==> src/rtl/wb_pkg.sv <==
// Shared writeback types: the request record that the GPR write port,
// the hazard unit and the writeback arbiter all agree on.
package wb_pkg;

  localparam int XLEN   = 32;
  localparam int REG_AW = 5;
  localparam int NREGS  = 1 << REG_AW;

  typedef struct packed {
    logic [REG_AW-1:0] rd;
    logic [XLEN-1:0]   data;
  } wb_req_t;

  typedef enum logic [1:0] {
    SRC_NONE = 2'd0,
    SRC_PIPE = 2'd1,
    SRC_FIFO = 2'd2
  } wb_src_e;

  function automatic logic [NREGS-1:0] rd_onehot(input logic [REG_AW-1:0] rd);
    return NREGS'(1) << rd;
  endfunction

endpackage

==> src/rtl/wb_arbiter_if.sv <==
// Writeback arbiter bus: pipeline result, long-latency offer, and the
// registered register-file write plus hazard-side status.
interface wb_arbiter_if;
  import wb_pkg::*;

  logic              pipe_valid;
  logic [REG_AW-1:0] pipe_rd;
  logic [XLEN-1:0]   pipe_data;
  logic              lu_valid;
  logic              lu_ready;
  logic [REG_AW-1:0] lu_rd;
  logic [XLEN-1:0]   lu_data;
  logic              pipe_stall;
  logic [NREGS-1:0]  busy_mask;
  logic              RegWrite_WB;
  logic [REG_AW-1:0] rd_wb;
  logic [XLEN-1:0]   rd_wb_data;

  modport slave (
    input  pipe_valid, pipe_rd, pipe_data, lu_valid, lu_rd, lu_data,
    output lu_ready, pipe_stall, busy_mask, RegWrite_WB, rd_wb, rd_wb_data
  );

  modport master (
    output pipe_valid, pipe_rd, pipe_data, lu_valid, lu_rd, lu_data,
    input  lu_ready, pipe_stall, busy_mask, RegWrite_WB, rd_wb, rd_wb_data
  );

endinterface

==> src/rtl/wb_fifo.sv <==
// Small synchronous FIFO of writeback requests; exposes per-slot valid
// bits and destination registers so the top can build busy_mask.
module wb_fifo
  import wb_pkg::*;
#(
  parameter int DEPTH = 2
) (
  input  logic                           clk,
  input  logic                           rst_n,
  input  logic                           push_i,
  input  wb_req_t                        push_data_i,
  input  logic                           pop_i,
  output logic                           full_o,
  output logic                           empty_o,
  output wb_req_t                        head_o,
  output logic [DEPTH-1:0]               entry_valid_o,
  output logic [DEPTH-1:0][REG_AW-1:0]   entry_rd_o
);

  localparam int AW = $clog2(DEPTH);

  wb_req_t        mem_q [DEPTH];
  logic [AW:0]    wr_ptr_q, wr_ptr_d;
  logic [AW:0]    rd_ptr_q, rd_ptr_d;
  logic [AW:0]    count;
  logic           do_push;
  logic           do_pop;

  // Extra pointer MSB distinguishes full from empty when indices match.
  assign count   = wr_ptr_q - rd_ptr_q;
  assign empty_o = (wr_ptr_q == rd_ptr_q);
  assign full_o  = (wr_ptr_q[AW] != rd_ptr_q[AW]) &&
                   (wr_ptr_q[AW-1:0] == rd_ptr_q[AW-1:0]);
  assign do_push = push_i && !full_o;
  assign do_pop  = pop_i && !empty_o;
  assign head_o  = mem_q[rd_ptr_q[AW-1:0]];

  always_comb begin
    wr_ptr_d = wr_ptr_q;
    rd_ptr_d = rd_ptr_q;
    if (do_push) wr_ptr_d = wr_ptr_q + 1'b1;
    if (do_pop)  rd_ptr_d = rd_ptr_q + 1'b1;
  end

  always_ff @(posedge clk or negedge rst_n) begin
    if (!rst_n) begin
      wr_ptr_q <= '0;
      rd_ptr_q <= '0;
    end else begin
      wr_ptr_q <= wr_ptr_d;
      rd_ptr_q <= rd_ptr_d;
    end
  end

  always_ff @(posedge clk) begin
    if (do_push) mem_q[wr_ptr_q[AW-1:0]] <= push_data_i;
  end

  for (genvar g = 0; g < DEPTH; g++) begin : g_slot
    logic [AW-1:0] offs;
    assign offs             = AW'(g) - rd_ptr_q[AW-1:0];
    assign entry_valid_o[g] = ({1'b0, offs} < count);
    assign entry_rd_o[g]    = mem_q[g].rd;
  end

endmodule

==> src/rtl/wb_arbiter.sv <==
// Writeback arbiter: merges pipeline and long-latency results onto the
// single GPR write port, with a one-cycle stall to bound FIFO head wait.
module wb_arbiter
  import wb_pkg::*;
#(
  parameter int DEPTH        = 2,
  parameter int STARVE_LIMIT = 4
) (
  input logic          clk,
  input logic          rst_n,
  wb_arbiter_if.slave  bus
);

  localparam int CW = $clog2(STARVE_LIMIT + 1);

  logic                          fifo_full;
  logic                          fifo_empty;
  wb_req_t                       fifo_head;
  logic [DEPTH-1:0]              entry_valid;
  logic [DEPTH-1:0][REG_AW-1:0]  entry_rd;
  logic                          push;
  logic                          pop;
  logic                          pipe_wr;
  wb_src_e                       src;
  wb_req_t                       lu_req;

  logic [CW-1:0]     wait_cnt_q, wait_cnt_d;
  logic              stall_q, stall_d;
  logic              we_q, we_d;
  logic [REG_AW-1:0] rd_q, rd_d;
  logic [XLEN-1:0]   data_q, data_d;
  logic [NREGS-1:0]  busy;

  // Writes to x0 are architecturally void, so they never occupy a slot.
  assign push    = bus.lu_valid && !fifo_full && (bus.lu_rd != '0);
  assign pipe_wr = bus.pipe_valid && (bus.pipe_rd != '0);
  assign lu_req  = '{rd: bus.lu_rd, data: bus.lu_data};

  wb_fifo #(.DEPTH(DEPTH)) u_fifo (
    .clk           (clk),
    .rst_n         (rst_n),
    .push_i        (push),
    .push_data_i   (lu_req),
    .pop_i         (pop),
    .full_o        (fifo_full),
    .empty_o       (fifo_empty),
    .head_o        (fifo_head),
    .entry_valid_o (entry_valid),
    .entry_rd_o    (entry_rd)
  );

  always_comb begin
    src = SRC_NONE;
    if (!fifo_empty && (stall_q || !pipe_wr)) src = SRC_FIFO;
    else if (pipe_wr && !stall_q)             src = SRC_PIPE;
  end

  assign pop = (src == SRC_FIFO);

  always_comb begin
    we_d       = 1'b0;
    rd_d       = rd_q;
    data_d     = data_q;
    wait_cnt_d = wait_cnt_q + 1'b1;
    stall_d    = 1'b0;
    case (src)
      SRC_FIFO: begin
        we_d   = 1'b1;
        rd_d   = fifo_head.rd;
        data_d = fifo_head.data;
      end
      SRC_PIPE: begin
        we_d   = 1'b1;
        rd_d   = bus.pipe_rd;
        data_d = bus.pipe_data;
      end
      default: ;
    endcase
    if (pop || fifo_empty) wait_cnt_d = '0;
    // The stalled cycle always pops, so the stall self-clears after one cycle.
    if (!fifo_empty && !pop && (wait_cnt_q == CW'(STARVE_LIMIT - 1))) stall_d = 1'b1;
  end

  always_ff @(posedge clk or negedge rst_n) begin
    if (!rst_n) begin
      wait_cnt_q <= '0;
      stall_q    <= 1'b0;
      we_q       <= 1'b0;
      rd_q       <= '0;
      data_q     <= '0;
    end else begin
      wait_cnt_q <= wait_cnt_d;
      stall_q    <= stall_d;
      we_q       <= we_d;
      rd_q       <= rd_d;
      data_q     <= data_d;
    end
  end

  always_comb begin
    busy = '0;
    for (int i = 0; i < DEPTH; i++) begin
      if (entry_valid[i]) busy = busy | rd_onehot(entry_rd[i]);
    end
  end

  assign bus.lu_ready    = !fifo_full;
  assign bus.pipe_stall  = stall_q;
  assign bus.busy_mask   = busy;
  assign bus.RegWrite_WB = we_q;
  assign bus.rd_wb       = rd_q;
  assign bus.rd_wb_data  = data_q;

endmodule

==> src/flat_wrapper.sv <==
// flat-port wrapper written by rule: the top's interface ports become plain ports
module wb_arbiter_flat import wb_pkg::*;
#(
  parameter int DEPTH        = 2,
  parameter int STARVE_LIMIT = 4
)
  (clk, rst_n, bus_pipe_valid, bus_pipe_rd, bus_pipe_data, bus_lu_valid, bus_lu_rd, bus_lu_data, bus_lu_ready, bus_pipe_stall, bus_busy_mask, bus_RegWrite_WB, bus_rd_wb, bus_rd_wb_data);
  wb_arbiter_if bus_i ();
  input logic clk;
  input logic rst_n;
  input wire logic [$bits(bus_i.pipe_valid)-1:0] bus_pipe_valid;
  input wire logic [$bits(bus_i.pipe_rd)-1:0] bus_pipe_rd;
  input wire logic [$bits(bus_i.pipe_data)-1:0] bus_pipe_data;
  input wire logic [$bits(bus_i.lu_valid)-1:0] bus_lu_valid;
  input wire logic [$bits(bus_i.lu_rd)-1:0] bus_lu_rd;
  input wire logic [$bits(bus_i.lu_data)-1:0] bus_lu_data;
  output wire logic [$bits(bus_i.lu_ready)-1:0] bus_lu_ready;
  output wire logic [$bits(bus_i.pipe_stall)-1:0] bus_pipe_stall;
  output wire logic [$bits(bus_i.busy_mask)-1:0] bus_busy_mask;
  output wire logic [$bits(bus_i.RegWrite_WB)-1:0] bus_RegWrite_WB;
  output wire logic [$bits(bus_i.rd_wb)-1:0] bus_rd_wb;
  output wire logic [$bits(bus_i.rd_wb_data)-1:0] bus_rd_wb_data;
  assign bus_i.pipe_valid = bus_pipe_valid;
  assign bus_i.pipe_rd = bus_pipe_rd;
  assign bus_i.pipe_data = bus_pipe_data;
  assign bus_i.lu_valid = bus_lu_valid;
  assign bus_i.lu_rd = bus_lu_rd;
  assign bus_i.lu_data = bus_lu_data;
  assign bus_lu_ready = bus_i.lu_ready;
  assign bus_pipe_stall = bus_i.pipe_stall;
  assign bus_busy_mask = bus_i.busy_mask;
  assign bus_RegWrite_WB = bus_i.RegWrite_WB;
  assign bus_rd_wb = bus_i.rd_wb;
  assign bus_rd_wb_data = bus_i.rd_wb_data;
  wb_arbiter #(.DEPTH(DEPTH), .STARVE_LIMIT(STARVE_LIMIT)) u_core (.clk(clk), .rst_n(rst_n), .bus(bus_i));
endmodule
==> config.mk <==
export PLATFORM = sky130hd
export DESIGN_NAME = wb_arbiter_flat
export DESIGN_NICKNAME = d
export VERILOG_FILES = /design/src/rtl/wb_pkg.sv /design/src/rtl/wb_arbiter_if.sv /design/src/rtl/wb_fifo.sv /design/src/rtl/wb_arbiter.sv /design/src/flat_wrapper.sv
export SDC_FILE = /design/constraint.sdc
export NUM_CORES = 1
export LEC_CHECK = 0
export CAP_MARGIN = 0
export CORE_ASPECT_RATIO = 1.25
export CORE_UTILIZATION = 45
export DETAILED_ROUTE_END_ITERATION = 7
export PLACE_DENSITY = 0.82
export SYNTH_ARGS = -nofsm -noshare
export SYNTH_HDL_FRONTEND = slang
export SYNTH_HIERARCHICAL = 1
export SYNTH_SLANG_ARGS = --single-unit
export TNS_END_PERCENT = 1
==> constraint.sdc <==
create_clock -name clk -period 8.7 [get_ports clk]
set_clock_uncertainty 0.05 [all_clocks]
set_input_delay 1.305 -clock clk [delete_from_list [all_inputs] [get_ports clk]]
set_output_delay 1.305 -clock clk [all_outputs]
set_load 0.05 [all_outputs]
Word-level counts from Yosys, hierarchy flattened
Memory sizes are Yosys's and may differ from the RTL's.
Index checks and enable logic that the tools add are counted.
{ "word_totals": {"in_bits": 78, "regBits": 46, "out_inout_bits": 72, "word_cells": 57, "memories": 1, "ram_bits": 74} }
{ "memory_table": {"columns": ["memory", "depth", "word_bits", "read_ports", "rd_clocked_by_memory_dff", "wr", "line_no", "rtl"], "rows": [
  ["u_core.u_fifo.mem_q", 2, 37, 3, 0, 1, "wb_fifo.sv:22", "wb_req_t mem_q [DEPTH];"]
]} }
{ "classes": {"n_shift": 2, "n_eq_ne": 6, "reduce_logical": 21, "addsub": 6, "muxes": 11, "bitwise_logic": 1, "magnitude_cmp": 2} }
{ "op_table": {"columns": ["op", "n"], "rows": [
  ["two-way mux 32 bit", 2],
  ["one-hot mux 32 bit (2 select lines)", 1],
  ["left shift 1 x 5 -> 32 bit, first input constant", 2],
  ["OR 32 bit", 1],
  ["logical AND 1 bit", 10],
  ["one-hot mux 5 bit (2 select lines)", 1],
  ["nonzero test 5 bit", 2],
  ["zero test 1 bit", 5],
  ["two-way mux 1 bit", 5],
  ["adder 2 x 1 -> 2 bit, second input constant", 2],
  ["less-than comparator 1 x 2 -> 1 bit", 2],
  ["adder 3 x 1 -> 3 bit, second input constant", 1],
  ["== test 3 x 2 -> 1 bit, second input constant", 1],
  ["two-way mux 3 bit", 1],
  ["== test 2 x 1 -> 1 bit, second input constant", 1],
  ["== test 2 bit", 1],
  ["== test 2 bit, second input constant", 1],
  ["logical OR 1 bit", 2],
  ["two-way mux 2 bit", 1],
  ["nonzero test 2 bit", 1],
  ["OR reduction 2 bit", 1],
  ["subtractor 1 bit, first input constant", 2],
  ["subtractor 2 bit", 1],
  ["== test 1 bit", 1],
  ["inequality test 1 bit", 1]
]} }

Depth between registers and ports, before layout
Gate-level depths: netlist of run 1.
{ "depth": {"word_depth": 11, "depth_mapped": 10} }

Cells and area by module
Netlist of run 1, hierarchy kept.
{ "by_module_without_submodules": {"columns": ["mod", "instances", "cells_per_inst", "seq_area_each_um2", "area_each_um2"], "rows": [
  ["wb_fifo", 1, 156, 2322.2, 3027.9],
  ["wb_arbiter", 1, 218, 1051.0, 2491.1]
]} }

Least setup slack after synthesis of run 1
No wires, ideal clock.
{ "synth_timing": {"kind": "reg2out", "start": "register u_core.u_fifo.wr_ptr_q[0]", "end": "output port bus_busy_mask[10]", "required_ns": 7.345, "path_stages_with_launch": 9, "path_slack_ns": 4.835, "arrival_ns": 2.510, "cell_sequence": "dfrtp_1 -> inv_1 -> ha_1 -> inv_1 -> ha_1 -> inv_1 -> clkbuf_1 -> nand2_1 -> o32ai_1"} }
{ "synth_via": {"word_cells_on_any_way": 6, "cone_classes": "1 x add/sub; 2 x order compare; 2 x mux; 1 x bitwise"} }
{ "synth_lines": {"columns": ["item", "line_no", "rtl"], "rows": [
  ["from (decl)", "wb_fifo.sv:23", "logic [AW:0] wr_ptr_q, wr_ptr_d;"],
  ["from (signal assigned)", "wb_fifo.sv:50", "wr_ptr_q <= wr_ptr_d;"],
  ["subtractor 2 bit", "wb_fifo.sv:30", "assign count = wr_ptr_q - rd_ptr_q;"],
  ["less-than comparator 1 x 2 -> 1 bit", "wb_fifo.sv:62", "assign entry_valid_o[g] = ({1'b0, offs} < count);"],
  ["named net u_core.entry_valid[1]", "wb_arbiter.sv:19", "logic [DEPTH-1:0] entry_valid;"],
  ["two-way mux 32 bit", "wb_arbiter.sv:103", "if (entry_valid[i]) busy = busy | rd_onehot(entry_rd[i]);"],
  ["to (decl)", "flat_wrapper.sv:19", "output wire logic [$bits(bus_i.busy_mask)-1:0] bus_busy_mask;"]
]} }
The timed path passes the listed nets, and every way through them passes these cells.

Final worst setup path of run 1
{ "layout_timing": {"start": "register u_core.u_fifo.rd_ptr_q[0]", "end": "output port bus_busy_mask[1]"} }
{ "layout_via": {"elab_chain_cells": 5, "word_cells_on_any_way": 8, "cone_classes": "3 x add/sub; 2 x order compare; 2 x mux; 1 x bitwise"} }
{ "layout_rtl": {"columns": ["item", "line_no", "rtl"], "rows": [
  ["from (decl)", "wb_fifo.sv:24", "logic [AW:0] rd_ptr_q, rd_ptr_d;"],
  ["from (signal assigned)", "wb_fifo.sv:51", "rd_ptr_q <= rd_ptr_d;"],
  ["subtractor 2 bit or subtractor 1 bit (tied branches)", "wb_fifo.sv:30, wb_fifo.sv:61", null],
  ["less-than comparator 1 x 2 -> 1 bit (*)", "wb_fifo.sv:62", null],
  ["named net u_core.entry_valid[0]", "wb_arbiter.sv:19", null],
  ["two-way mux 32 bit (*)", "wb_arbiter.sv:103", null],
  ["OR 32 bit", "wb_arbiter.sv:103", null],
  ["two-way mux 32 bit (*)", "wb_arbiter.sv:103", null]
]} }
The timed path passes the listed nets; every way through them passes the cells marked *.

==> metrics, run 1 <==
status=complete, no violations; WP buf/inv=2; PD cells=418.8 nW/um2; Crit path required time=7.34 ns; Synth Warn #=6; setup TNS=0 ns; initial antenna violation count=0; global route total overflow=0; Post-CTS Setup Bufs=0; GRT Total Usage=0.1998; sequential share of the synthesized area=0.6112; CTS tree=built; die footprint=12710 um2; DP Wirelength=8347 um; crit-path max FO=40; Worst Slack Setup Final=3.718 ns; RSZ-0062 raised after global routing=no; crit path capture type=output pin; Post-synth ARST share=0.3833; mapped cell area=5519 um2; share of the synthesized area in the top cell type=0.4026; largest net degree at the start of global routing=47; hold_sp=u_core/wait_cnt_q[0]$_DFF_PN0_; final hold vios=0; CP Cell Sequence=ha_1 -> inv_1 -> ha_1 -> or2_2 -> nor2b_1 -> nand2_1 -> o22ai_1 -> clkdlybuf4s50_1; top-count cell post-synth=mux2_2; worst r2r src=u_core/u_fifo/rd_ptr_q[0]$_DFFE_PN0P_; Vert. Die Dim=125.8 um; initial cell density of the core=0.4685; Num CTS Buffers=17; CP peak stage delay=0.94 ns; Root Buffer=clkbuf_16; Slew headroom=0.2398; Distinct cells, synth=36; Post-CTS Resized=0; CTS Hold Bufs=0; part of the cycle the worst path needs=0.5727; P_leak=2.730 nW; number of fill cells=928; syn avg cell area=14.76 um2; cell family with most CP delay=flip-flops; first-pass GRT wire length=18980 um; Final min period=4.982 ns; clk buf depth=2; Reg2Reg Setup Slack=5.27 ns; largest cells by area after synthesis=edfxtp_1 (40%), dfrtp_1 (21%), mux2_2 (18%), mux2_1 (3.1%), o22ai_1 (2.5%); pre-CTS setup slack=4.119 ns; Routed Antenna Nets=0; Synth Flop Type=edfxtp_1; Worst Path Class, Setup=register to output pin; Max VDD drop=0.2372 mV; most used cell, CP=ha_1; Via density=5.427; First-pass DRT Iterations=4; Remaining DRCs=0; Startpoint Class=register; Layout area overhead=37.81%; clock sink count=120; Max-cap violations=0; CP Data Arrival Time=3.63 ns; vias post-DR=3734; port buffer count=149; H-tree lvl count=4; Yosys reg bits=120; Slew @ Worst Pin=1.140 ns; Net Count, Synth=457; share of cells above drive strength 1=0.2562; Commonest cells post-synth=mux2_2 (88), edfxtp_1 (74), dfrtp_1 (46); Setup Viol. Count Final=0; ant diodes=0; worst-skew pair later-pin latency=0.40 ns; IO Pins=150; CP max-delay cell=dfrtp_2; die width=101.1 um; worst hold path type=register to register; # rows=44; final slew viol count=0; Synth area leader=edfxtp_1; Routed WL=12160 um; core area=11780 um2; Fmax=200.7 MHz; routed length per instance=17.67 um; DRT iter0 DRCs=124; vias in the first global route=3941; EDFF count, synth=74; nets=597; clock slew at reported path FFs=0.05 ns; routability-driven placement congestion ratio=0.8687; post-synthesis cell count=374; Worst Setup SP=u_core/u_fifo/rd_ptr_q[0]$_DFFE_PN0P_
[path summary, 6_finish.rpt]
check,endpoint,cells after the start
max,bus_busy_mask[1],8
min,u_core/wait_cnt_q[0]$_DFF_PN0_,1
max reg2reg,u_core/u_fifo/mem_q[1][12]$_DFFE_PP_,7
min reg2reg,u_core/wait_cnt_q[0]$_DFF_PN0_,1
max in group asynchronous,u_core/u_fifo/rd_ptr_q[0]$_DFFE_PN0P_,2
min in group asynchronous,u_core/bus.rd_wb_data[29]$_DFFE_PN0P_,2
[kinds of logic (layout without fill, tap and decap cells)]
logic type      after synthesis  count (layout)  share of synthesized area
buf+inv                      37             190                    0.03968
compound gates               44              44                    0.05600
flops                       120             120                     0.6112
fa+ha+maj                     5               5                    0.01134
mux                         108             108                     0.2192
simple gates                 57              57                    0.05645
xor+xnor                      3               3                   0.006122
[per-layer routing]
| metal | share of wire | up-vias | track usage |
|---|---|---|---|
| li1 | - | 1690 | - |
| met1 | 0.35 | 1841 | 0.1923 |
| met2 | 0.54 | 171 | 0.3729 |
| met3 | 0.073 | 32 | 0.06604 |
| met4 | 0.033 | 0 | 0.09548 |
| met5 | 0 | - | 0 |
[through the flow]
| stage | cells | total power, mW | hold WS, ns | utilization | instance area, um2 |
|---|---|---|---|---|---|
| after floorplan | 374 | 2.124 | 0.3643 | - | 5519 |
| after detailed placement | 656 | 2.555 | 0.3871 | 0.5987 | 7053 |
| after global routing | 688 | 3.339 | 0.4192 | 0.6456 | 7606 |
| after global placement | 656 | 2.510 | 0.3762 | 0.5987 | 7053 |
| after CTS | 688 | 3.208 | 0.4108 | 0.6456 | 7606 |
| final | 688 | 3.185 | 0.4056 | 0.6456 | 7606 |
[registers in the layout (all words and copies together), names as in the netlist]
name and count:
u_core/bus.rd_wb_data 32, u_core/u_fifo/rd_ptr_q 2, u_core/u_fifo/wr_ptr_q 2, u_core/wait_cnt_q 3, u_core/bus.pipe_stall 1, u_core/u_fifo/mem_q 74
u_core/bus.rd_wb 5, u_core/bus.RegWrite_WB 1
[power breakdown]
group | switching (mW) | internal [mW] | leakage (nW) | total [mW]
sequential | 0.134 | 0.856 | 1.22 | 0.991
clock | 0.228 | 0.412 | 0.274 | 0.641
combinational | 0.905 | 0.648 | 1.23 | 1.55
[cell usage in the layout, fill, tap and decap left out, types with 6 or more instances in the layout]
cell type	instances
clkdlybuf4s50_1	148
o21ai_0	6
mux2_1	15
mux2_2	88
clkbuf_16	17
or2_2	7
nand2b_1	6
inv_1	7
o22ai_1	22
edfxtp_1	74
nand2_1	15
dfrtp_1	45
o32ai_1	10
[final cells by class]
| cell class | instances | area [um2] | share of cell area |
|---|---|---|---|
| flip-flops and latches | 120 | 3374 | 0.4437 |
| clock buffers | 24 | 481.7 | 0.06333 |
| repair buffers | 151 | 1501 | 0.1974 |
| multi-input cells | 217 | 1949 | 0.2563 |
| clock inverters | 8 | 71.32 | 0.009377 |
| well taps | 161 | 201.4 | 0.02648 |
| inverters | 7 | 26.28 | 0.003455 |
Note: power is estimated with default switching activity, not from simulation.
==> inputs of run 2 (changes only) <==
- clock period: 8.7 -> 4.8 ns (I/O delays scaled with it)
==> run 2 against run 1 <==
Effect of this change:
- clock power increased by 87%
- sequential share of layout area is 0.15 points lower
- routed wire length rose by 2.3%
- sequential power is 79% higher
- largest cell class unchanged
- highest routed layer unchanged
==> metrics, run 2 (synthesized netlist as in run 1, its figures left out) <==
final hold vios=0 (unchanged); routability-driven placement congestion ratio=0.8729 (was 0.8687); CTS tree=built (unchanged); H-tree lvl count=4 (unchanged); initial antenna violation count=0 (unchanged); P_leak=2.735 nW (was 2.730 nW); Pint=3.521 mW (was 1.917 mW); worst hold path type=primary input to async pin (was register to register); PD cells=764.8 nW/um2 (was 418.8 nW/um2); first-pass GRT wire length=19750 um (was 18980 um); ant diodes=0 (unchanged); Final min period=4.087 ns; # rows=44 (unchanged); nets=598 (was 597); Crit path required time=4.03 ns (was 7.34 ns); final slew viol count=0 (unchanged); Worst Slack Setup Final=0.7126 ns (was 3.718 ns); clock slew at reported path FFs=0.06 ns (was 0.05 ns); Startpoint Class=register (unchanged); setup TNS=0 ns (unchanged); pre-CTS setup slack=1.140 ns (was 4.119 ns); Post-CTS Resized=0 (unchanged); core area=11780 um2 (unchanged); P_sw=2.315 mW (was 1.268 mW); First-pass DRT Iterations=5 (was 4); crit path capture type=output pin (unchanged); RSZ-0062 raised after global routing=no (unchanged); Seq pwr share=0.303 (was 0.311); part of the cycle the worst path needs=0.8515; Root Buffer=clkbuf_16 (unchanged); routed length per instance=18.05 um (was 17.67 um); port buffer count=149 (unchanged); clk buf depth=2 (unchanged); Num CTS Buffers=17 (unchanged); Worst Path Class, Setup=register to output pin (unchanged); CTS Hold Bufs=0 (unchanged); Vert. Die Dim=125.8 um (unchanged); commonest non-fill, non-tap cell in the layout=clkdlybuf4s50_1 (unchanged); Fmax=244.7 MHz; Max-cap violations=0 (unchanged); Via density=5.382 (was 5.427); Slew @ Worst Pin=1.211 ns (was 1.140 ns); share of cells above drive strength 1=0.2557 (was 0.2562); crit-path max FO=25 (was 40); Net Sw Frac=0.3967 (was 0.3981); die footprint=12710 um2 (unchanged); Remaining DRCs=0 (unchanged); largest net degree at the start of global routing=47 (unchanged); IO Pins=150 (unchanged); CP Data Arrival Time=3.32 ns (was 3.63 ns); GRT Total Usage=0.2075 (was 0.1998); Layout area overhead=38.27% (was 37.81%); Comb pwr share=0.491 (was 0.488); global route total overflow=0 (unchanged); worst-skew pair later-pin latency=0.40 ns (about the same); Placed Area=7061 um2 (was 7053 um2); initial cell density of the core=0.4685 (unchanged); Post-CTS Setup Bufs=0 (unchanged); vias post-DR=3708 (was 3734); Routed Antenna Nets=0 (unchanged); Setup Viol. Count Final=0 (unchanged); Max VDD drop=0.5608 mV (was 0.2372 mV); Slew headroom=0.1894 (was 0.2398); fin area=7631 um2 (was 7606 um2); die width=101.1 um (unchanged); DRT iter0 DRCs=140 (was 124); max FFs per register=74 (unchanged); vias in the first global route=4083 (was 3941); status=complete, no violations (unchanged); Routed WL=12440 um (was 12160 um); clock share of power=0.206 (was 0.201); DP Wirelength=8490 um (was 8347 um); clock sink count=120 (unchanged); commonest non-fill, non-tap cells in the layout=clkdlybuf4s50_1 (148), mux2_2 (88), edfxtp_1 (74) (unchanged)
==> run 2: cell count changes in the layout (fill, tap and decap cells not counted), sizes merged <==
cell      before  now
clkinv         6    4
bufinv         1    2
buf            3    4
clkinvlp       1    2
==> run 2: power groups by stage <==
| stage | Combinational (mW) | Sequential [mW] | Clock, mW |
|---|---|---|---|
| 3_5_place_dp | 2.86 | 1.78 | 0 |
| 6_report | 2.87 | 1.77 | 1.20 |
| 5_1_grt | 3.03 | 1.81 | 1.27 |
| 3_3_place_gp | 2.80 | 1.75 | 0 |
| 4_1_cts | 2.88 | 1.77 | 1.23 |
| 2_1_floorplan | 1.58 | 2.27 | 0 |
==> run 2: final cells by class <==
class | instances | area, um2
multi-input combinational | 217 | 1949
inverter | 7 | 26.28
clock inverter | 8 | 98.84
sequential | 120 | 3374
tap | 161 | 201.4
fill | 882 | 4150
clock buffer | 24 | 471.7
timing repair buffer | 152 | 1509
==> run 2: stage by stage <==
step	hold WS (ns)	utilization	power, mW	instances
after CTS	0.3901	0.6477	5.880	689
after global placement	0.3726	0.5993	4.553	657
after global routing	0.4108	0.6477	6.121	689
after detailed placement	0.3828	0.5993	4.646	657
final	0.3763	0.6477	5.836	689
after floorplan	0.3643	-	3.850	374
==> run 2: worst max-delay path, cell delays in order, from the launching register on <==
cell and delay (ns):
dfrtp_2 0.54, buf_4 0.31, inv_1 0.14, ha_1 0.15, or2_2 0.16, nor2b_1 0.32
nand3_1 0.21, o22ai_1 0.25, clkdlybuf4s50_1 0.84
==> run 2: worst paths after layout <==
kind                            cells after the start                                     to                                  start  slack, ns
worst max-delay path                                8                      bus_busy_mask[21]  u_core/u_fifo/rd_ptr_q[0]$_DFFE_PN0P_       0.71
worst min-delay path                                2  u_core/bus.rd_wb_data[24]$_DFFE_PN0P_                                  rst_n       0.38
worst max register to register                      8   u_core/u_fifo/mem_q[1][13]$_DFFE_PP_  u_core/u_fifo/wr_ptr_q[0]$_DFFE_PN0P_       1.80
worst min register to register                      1         u_core/wait_cnt_q[0]$_DFF_PN0_         u_core/wait_cnt_q[0]$_DFF_PN0_       0.39
max in group asynchronous                           2  u_core/u_fifo/rd_ptr_q[0]$_DFFE_PN0P_                                  rst_n       3.83
min in group clk                                    1         u_core/wait_cnt_q[0]$_DFF_PN0_         u_core/wait_cnt_q[0]$_DFF_PN0_       0.39
==> run 2: layer usage <==
metal	GRT usage	vias up	wire, um
met5	0	-	0
met1	0.2084	1806	4378
li1	-	1698	-
met2	0.3882	187	7010
met4	0.08440	0	204
met3	0.06437	17	844
